[config.mk]
export PLATFORM = sky130hd
export DESIGN_NAME = seq_piso_feeder
export DESIGN_NICKNAME = d
export VERILOG_FILES = /design/src/rtl/seq_pkg.sv /design/src/rtl/piso_hold_reg.sv /design/src/rtl/seq_piso_feeder.sv
export SDC_FILE = /design/constraint.sdc
export NUM_CORES = 1
export LEC_CHECK = 0
export ABC_AREA = 1
export CAP_MARGIN = 10
export CORE_MARGIN = 10
export CORE_UTILIZATION = 38
export CTS_BUF_LIST = sky130_fd_sc_hd__clkbuf_4 sky130_fd_sc_hd__clkbuf_8 sky130_fd_sc_hd__clkbuf_16
export DETAILED_ROUTE_END_ITERATION = 12
export PLACE_DENSITY = 0.68
export SLEW_MARGIN = 40
export SYNTH_ARGS = -nofsm -noshare
export SYNTH_HDL_FRONTEND = slang
export SYNTH_SLANG_ARGS = --single-unit
[constraint.sdc]
create_clock -name clk -period 1.2 [get_ports clk]
set_input_delay 0.36 -clock clk [delete_from_list [all_inputs] [get_ports clk]]
set_output_delay 0.36 -clock clk [all_outputs]
set_load 0.01 [all_outputs]
[src/rtl/seq_pkg.sv]
// Types and defaults for the 1011 sequence-detector front end,
// shared with the detector testbenches.
package seq_pkg;

    typedef enum logic {IDLE, SHIFT} piso_st_t;

    localparam int unsigned WIDTH_DEF     = 8;
    localparam bit          MSB_FIRST_DEF = 1'b1;

endpackage

[src/rtl/piso_hold_reg.sv]
// One-entry holding buffer in front of the PISO shift register.
// It is filled on accept_i and emptied on take_i.
module piso_hold_reg #(
    parameter int unsigned WIDTH = 8
) (
    input  logic             clk,
    input  logic             reset,
    input  logic             accept_i,
    input  logic [WIDTH-1:0] data_i,
    input  logic             take_i,
    output logic [WIDTH-1:0] hold_o,
    output logic             full_o
);

    logic [WIDTH-1:0] hold_q, hold_d;
    logic             full_q, full_d;

    // accept_i is only raised while empty and take_i only while full,
    // so the two never collide.
    always_comb begin
        hold_d = hold_q;
        full_d = full_q;
        if (take_i) begin
            full_d = 1'b0;
        end
        if (accept_i) begin
            hold_d = data_i;
            full_d = 1'b1;
        end
    end

    always_ff @(posedge clk or posedge reset) begin
        if (reset) begin
            hold_q <= '0;
            full_q <= 1'b0;
        end else begin
            hold_q <= hold_d;
            full_q <= full_d;
        end
    end

    assign hold_o = hold_q;
    assign full_o = full_q;

endmodule

[src/rtl/seq_piso_feeder.sv]
// Parallel-in/serial-out feeder for the 1011 detector: buffers one word
// and streams words gaplessly, one bit per clock, qualified by so_valid.
module seq_piso_feeder
    import seq_pkg::*;
#(
    parameter int unsigned WIDTH     = WIDTH_DEF,
    parameter bit          MSB_FIRST = MSB_FIRST_DEF
) (
    input  logic             clk,
    input  logic             reset,
    input  logic [WIDTH-1:0] din,
    input  logic             din_valid,
    output logic             din_ready,
    output logic             so,
    output logic             so_valid,
    output logic             word_done
);

    localparam int unsigned     CntW    = $clog2(WIDTH);
    localparam logic [CntW-1:0] CntLast = CntW'(WIDTH - 1);

    piso_st_t         st_q, st_d;
    logic [WIDTH-1:0] sreg_q, sreg_d, sreg_shifted;
    logic [CntW-1:0]  cnt_q, cnt_d;
    logic [WIDTH-1:0] hold;
    logic             hold_full;
    logic             accept;
    logic             take;
    logic             last_bit;

    assign din_ready = !hold_full;
    assign accept    = din_valid && din_ready;

    piso_hold_reg #(
        .WIDTH (WIDTH)
    ) u_hold (
        .clk      (clk),
        .reset    (reset),
        .accept_i (accept),
        .data_i   (din),
        .take_i   (take),
        .hold_o   (hold),
        .full_o   (hold_full)
    );

    // Zeros fill the vacated end; the output end is always the next bit.
    assign sreg_shifted = MSB_FIRST ? {sreg_q[WIDTH-2:0], 1'b0} : {1'b0, sreg_q[WIDTH-1:1]};
    assign last_bit     = (st_q == SHIFT) && (cnt_q == CntLast);

    always_comb begin
        st_d   = st_q;
        sreg_d = sreg_q;
        cnt_d  = cnt_q;
        take   = 1'b0;
        unique case (st_q)
            IDLE: begin
                if (hold_full) begin
                    sreg_d = hold;
                    cnt_d  = '0;
                    take   = 1'b1;
                    st_d   = SHIFT;
                end
            end
            SHIFT: begin
                if (cnt_q == CntLast) begin
                    cnt_d = '0;
                    if (hold_full) begin
                        sreg_d = hold;
                        take   = 1'b1;
                    end else begin
                        sreg_d = sreg_shifted;
                        st_d   = IDLE;
                    end
                end else begin
                    sreg_d = sreg_shifted;
                    cnt_d  = cnt_q + 1'b1;
                end
            end
        endcase
    end

    always_ff @(posedge clk or posedge reset) begin
        if (reset) begin
            st_q   <= IDLE;
            sreg_q <= '0;
            cnt_q  <= '0;
        end else begin
            st_q   <= st_d;
            sreg_q <= sreg_d;
            cnt_q  <= cnt_d;
        end
    end

    assign so_valid  = (st_q == SHIFT);
    assign so        = so_valid && (MSB_FIRST ? sreg_q[WIDTH-1] : sreg_q[0]);
    assign word_done = last_bit;

endmodule

==> results of run 1 <==
## synthesized netlist by cell type (all sizes together)
| library cell | number | area (um2) |
|---|---|---|
| nand2 | 32 | 175 |
| dfrtp | 21 | 526 |
| inv | 21 | 83.8 |
| nand3 | 15 | 75.1 |
| nor2 | 9 | 36.3 |
| a21oi | 8 | 66.3 |
| ha | 3 | 37.5 |
| a22o | 2 | 17.5 |
| buf | 2 | 26.3 |
| o21ai | 1 | 5.00 |
| o22ai | 1 | 6.26 |
## per-stage QoR
step / std cells / setup TNS (ns) / setup slack, ns / instance area, um2
2_1_floorplan: 115 / -0.0528 / -0.00754 / 1070
3_3_place_gp: 166 / -3.74 / -0.441 / 1290
3_5_place_dp: 166 / -4.26 / -0.490 / 1290
4_1_cts: 173 / -2.34 / -0.443 / 1390
5_1_grt: 176 / -3.00 / -0.505 / 1450
6_report: 176 / -2.14 / -0.439 / 1450
## critical path, delay by kind of cell, from the launching register on
kind          cells  cell delay [ns]
flops             1             0.40
fa+ha+maj         2             0.37
buf+inv           2             0.16
simple gates      1             0.05
## worst max-delay path by stage
stage | end | cells past startpoint | slack, ns | start
after CTS | word_done | 5 | -0.44 | cnt_q[0]
final | word_done | 5 | -0.44 | cnt_q[1]
after global placement | word_done | 5 | -0.44 | cnt_q[1]
after floorplan | sreg_q[1] | 8 | -0.008 | cnt_q[0]
after global routing | word_done | 5 | -0.51 | cnt_q[1]
after detailed placement | word_done | 5 | -0.49 | cnt_q[1]
## timing repair
item                                    in CTS  in global routing
pin swaps                                    8                  5
endpoints found under the setup margin      14                 18
setup buffers                                3                  4
resized for setup                           34                  7
cloned                                       1                  0
## power breakdown
group	total [mW]	switching (mW)	internal (mW)
logic	1.98	1.07	0.907
registers	1.20	0.168	1.03
clock network	0.356	0.204	0.152
## area by class of cell
| type | instances | area (um2) |
|---|---|---|
| fillers | 254 | 1260 |
| flip-flops and latches | 21 | 527 |
| multi-input cells | 72 | 519 |
| repair buffers | 27 | 243 |
| inverters | 21 | 88.8 |
| well taps | 31 | 38.8 |
| clock buffers | 4 | 30.0 |
## state kept, by name, indices dropped and copies added (netlist names)
name           flops
cnt_q              3
so_valid           1
sreg_q             8
u_hold.full_o      1
u_hold.hold_o      8
## logic make-up after synthesis
| logic type | count (synthesis) | synth area share |
|---|---|---|
| AOI/OAI and AO/OA | 12 | 0.0902 |
| adders and majority gates | 3 | 0.0356 |
| buffers and inverters | 23 | 0.104 |
| DFF | 21 | 0.498 |
| and+or+nand+nor | 56 | 0.272 |
## per-layer routing
layer  wire length (um)  up-vias  GRT usage  part of all wire
li1                   -      425          -                 -
met1                957      385      0.109              0.46
met2                998       16      0.147              0.48
met3                 93        2     0.0272             0.045
met4                 17        0     0.0380            0.0082
met5                  0        -          0                 0
==> impl_metrics.yaml, run 1 <==
power_and_ir_drop:
  vdd_drop_max_mv: 1.43
  leakagePower_nw: 0.716
  p_total_mw: 3.54
  power.density_nw_per_um2: 2450
worst_setup_path:
  worstSetupEndpointType: "output port"
  max_stage_delay_ns: 0.40
  r2r_end: "sreg_q[1]"
  cpMaxStageDelayCell: "dfrtp_1"
  regToRegSetupSlack_ns: -0.21
  r2r-start: "cnt_q[1]"
  cp.arrival_ns: 1.28
  r2r.worst_path.cells: 9
  critPathMaxFanout: 2
  crit_type: "flip-flop to output port"
  critPathLaunchType: "flip-flop"
  required_ns: 0.84
  crit_chain: "ha_2, ha_4, nand2_1, inv_1, buf_2"
routing:
  dr.pass1.iters: 4
  antenna_left: 0
  wl_um: 2070
  wl_per_cell_um: 11.7
  drt_iter0_drc: 30
  vias_per_cell: 4.70
  vias: 828
  drc_errors: 0
placed_design:
  place_hpwl_um: 1490
  numPortBuffers: 14
  gp_congestion: 0.780
logic_synthesis:
  synthCells: 115
  yosysUniqueCellTypes: 18
  synth-seq-cells: 21
  syn_avg_cell_area_um2: 9.17
  synth_seq_area_share: 0.498
  syn_nets: 129
  yosysWarnings: 0
  netlist_area_um2: 1050
final_layout:
  area_growth_pct: 37.1
  nets: 160
  drive_gt1_frac: 0.393
  finalCoreUtilization: 0.534
  n_antenna_cell: 0
  layout_commonest_cell: "nand2_1"
  mostFrequentLayoutCells: "nand2_1 (22), dfrtp_1 (20), inv_1 (16), buf_4 (12), nand3_1 (11)"
die:
  die_w_um: 72.7
  ios: 15
  die-area_um2: 5280
  fp.coreArea_um2: 2710
  die_y_um: 72.7
  start_util: 0.389
  num_rows: 19
global_routing:
  overflow: 0
  antenna_found_initial: 0
  grt_use_total: 0.0911
  grt_max_degree: 22
  first_global_vias: 897
  grt_pass1_wl_um: 3950
clocking:
  clockBufferDepth: 2
  cts.clk_slew.worst_paths_ns: 0.12
  root_buffer: "clkbuf_4"
  htreeDepth: 1
  tritoncts: "yes"
  clk_latency_ns: 0.30
  clock_sinks: 21
  cts_inserted_buffers: 3
  cts-hold-fix-buffers: 0
timing:
  setup_violations: 13
  period_share: 1.37
  max-slew-margin-rel: 0.859
  rsz0062_at_grt: "yes"
  fin_hold_ws_ns: 0.367
  maxSlewViolCount: 0
  max_freq_ghz: 0.610
  max_slew.worst_pin.slew_ns: 0.211
  setup_ws_ns: -0.439
  final-hold-violation-count: 0
  clock_skew_ns: 0.00656
  period_needed_ns: 1.64
flow_run:
  maxCapViolCount: 0
hold_path:
  hp-class: "input pin to asynchronous set/reset pin"
status:
  violations: "setup timing"
  status: "finished with violations"
Power figures use the tool's default switching activity.
==> run 2, diff against run 1 <==
--- a/config.mk
+++ b/config.mk
@@ -6,7 +6,6 @@
 export NUM_CORES = 1
 export LEC_CHECK = 0
 export ABC_AREA = 1
-export CAP_MARGIN = 10
 export CORE_MARGIN = 10
 export CORE_UTILIZATION = 38
 export CTS_BUF_LIST = sky130_fd_sc_hd__clkbuf_4 sky130_fd_sc_hd__clkbuf_8 sky130_fd_sc_hd__clkbuf_16
==> results of run 2 <==
No change in the layout: final DEF, timing and power equal those of run 1.
==> run 3, diff against run 2 <==
--- a/config.mk
+++ b/config.mk
@@ -6,11 +6,13 @@
 export NUM_CORES = 1
 export LEC_CHECK = 0
 export ABC_AREA = 1
+export CAP_MARGIN = 20
 export CORE_MARGIN = 10
 export CORE_UTILIZATION = 38
 export CTS_BUF_LIST = sky130_fd_sc_hd__clkbuf_4 sky130_fd_sc_hd__clkbuf_8 sky130_fd_sc_hd__clkbuf_16
 export DETAILED_ROUTE_END_ITERATION = 12
 export PLACE_DENSITY = 0.68
+export SETUP_SLACK_MARGIN = 0.2
 export SLEW_MARGIN = 40
 export SYNTH_ARGS = -nofsm -noshare
 export SYNTH_HDL_FRONTEND = slang
==> run 3 against run 2 <==
The flow still finishes with violations (setup timing). Final cell count unchanged. Clock skew is 0.0050 ns lower. Critical endpoint unchanged. Sequential share of layout area decreased by 3.6 points. Combinational power increased by 19%.
==> impl_metrics.yaml, run 3 (synthesized netlist as in run 1, its figures left out) <==
worst_setup_path:
  crit_type: "flip-flop to output port"
  cp.arrival_ns: 1.27
  worstSetupEndpointType: "output port"
  r2r.worst_path.cells: 9
  critPathMaxFanout: 2
  critPathLaunchType: "flip-flop"
  required_ns: 0.84
timing:
  fin_tns_setup_ns: -2.36
  setup_violations: 15
  maxSlewViolCount: 0
  rsz0062_at_grt: "yes"
  final-hold-violation-count: 0
  clock_skew_ns: 0.00159
  period_needed_ns: 1.63
  max_freq_ghz: 0.612
  max-slew-margin-rel: 0.716
  setup_ws_ns: -0.433
  period_share: 1.36
  max_slew.worst_pin.slew_ns: 0.426
  fin_hold_ws_ns: 0.368
final_layout:
  nets: 160
  seqCellArea_um2: 527
  layout.cells.non_filler: 176
  n_antenna_cell: 0
  area_growth_pct: 52.0
  multi_input_comb_area_um2: 619
  mostFrequentLayoutCells: "dfrtp_1 (20), nand2_1 (19), inv_1 (15), nand3_1 (13), clkdlybuf4s50_1 (9)"
  drive_gt1_frac: 0.441
  nFillCells: 223
  layout_commonest_cell: "dfrtp_1"
die:
  fp.coreArea_um2: 2710
  start_util: 0.389
  ios: 15
  num_rows: 19
  die_w_um: 72.7
  die-area_um2: 5280
  die_y_um: 72.7
clocking:
  cts.clk_slew.worst_paths_ns: 0.12
  root_buffer: "clkbuf_4"
  htreeDepth: 1
  clockBufferDepth: 2
  clock_sinks: 21
  tritoncts: "yes"
  cts_inserted_buffers: 3
  clk_latency_ns: 0.30
power_and_ir_drop:
  combinationalPowerShare: 0.600
  p_sw_mw: 1.67
  p_int_mw: 2.26
  p_total_mw: 3.94
  switching_share: 0.425
  p_clk_frac: 0.088
  power.density_nw_per_um2: 2460
  leakagePower_nw: 0.751
  vdd_drop_max_mv: 1.84
  power_frac_seq: 0.312
placed_design:
  place_ws_ns: -0.459
  dpl.cell_count: 166
  place_hpwl_um: 1490
  numPortBuffers: 14
  gp_congestion: 0.762
routing:
  drt_iter0_drc: 18
  dr.pass1.iters: 4
  drc_errors: 0
  vias: 840
  highest-signal-layer: "met4"
  vias_per_cell: 4.77
  wl_um: 2390
  wl_met3_um: 90
  wl_per_cell_um: 13.6
  antenna_left: 0
  dr_wl_met2_um: 1210
  drt-met1-wl_um: 1050
global_routing:
  grt_max_degree: 22
  overflow: 0
  grt_use_total: 0.0889
  first_global_vias: 847
  antenna_found_initial: 0
  grt_pass1_wl_um: 3870
status:
  status: "finished with violations"
  violations: "setup timing"
hold_path:
  hp-class: "input pin to asynchronous set/reset pin"
flow_run:
  maxCapViolCount: 0
-- run 3: changes by cell type in the layout (fill, tap and decap cells not counted), moves of 4 or more --
cell and delta:
nor2_1 -5, buf_4 -7, nor2_4 +7, buf_6 +4
-- run 3: worst max-delay path: stages, from the launching register on --
cell and delay, ns:
dfrtp_1 0.43, ha_4 0.19, ha_4 0.16, nand2_2 0.06, inv_2 0.03, buf_6 0.10
-- run 3: power by group through the flow --
stage	Sequential, mW	Combinational (mW)	Clock, mW
floorplan	1.18	1.16	0
global placement	1.19	1.58	0
detailed placement	1.21	1.63	0
CTS	1.19	1.84	0.346
global route	1.26	2.60	0.378
finish	1.23	2.36	0.346
-- run 3: through the flow --
step | utilization | instance area, um2
3_3_place_gp | 0.478 | 1290
5_1_grt | 0.591 | 1600
4_1_cts | 0.511 | 1380
3_5_place_dp | 0.478 | 1290
2_1_floorplan | - | 1070
6_report | 0.591 | 1600
-- run 3: area by class of cell --
| type | count | share of cell area |
|---|---|---|
| Clock buffer | 3 | 0.0141 |
| Clock inverter | 1 | 0.00312 |
| Tap cell | 31 | 0.0242 |
| Sequential cell | 21 | 0.329 |
| Timing Repair Buffer | 25 | 0.177 |
| Inverter | 21 | 0.0664 |
| Multi-Input combinational cell | 74 | 0.386 |
-- run 3: path summary, 6_finish.rpt --
| check | startpoint | endpoint | slack [ns] |
|---|---|---|---|
| worst max register to register | cnt_q[1] | sreg_q[6] | -0.22 |
| worst max-delay path | cnt_q[1] | word_done | -0.43 |
| max in group asynchronous | reset | so_valid | 0.68 |
| worst min register to register | sreg_q[3] | sreg_q[3] | 0.49 |
| worst min-delay path | reset | cnt_q[2] | 0.37 |
| min in group clk | sreg_q[3] | sreg_q[3] | 0.49 |
-- run 3: repair_timing --
item / CTS / global route
gates cloned: 2 / 1
hold buffers: 0 / 0
buffers inserted: 0 / 3
resized for setup: 29 / 46
setup endpoints to repair: 25 / 25
pin swaps: 6 / 8
-- run 3: routing by layer --
metal / global-route usage / vias to the layer above
met4: 0.0422 / 0
met2: 0.144 / 25
met3: 0.0177 / 6
met5: 0 / -
li1: - / 422
met1: 0.110 / 387
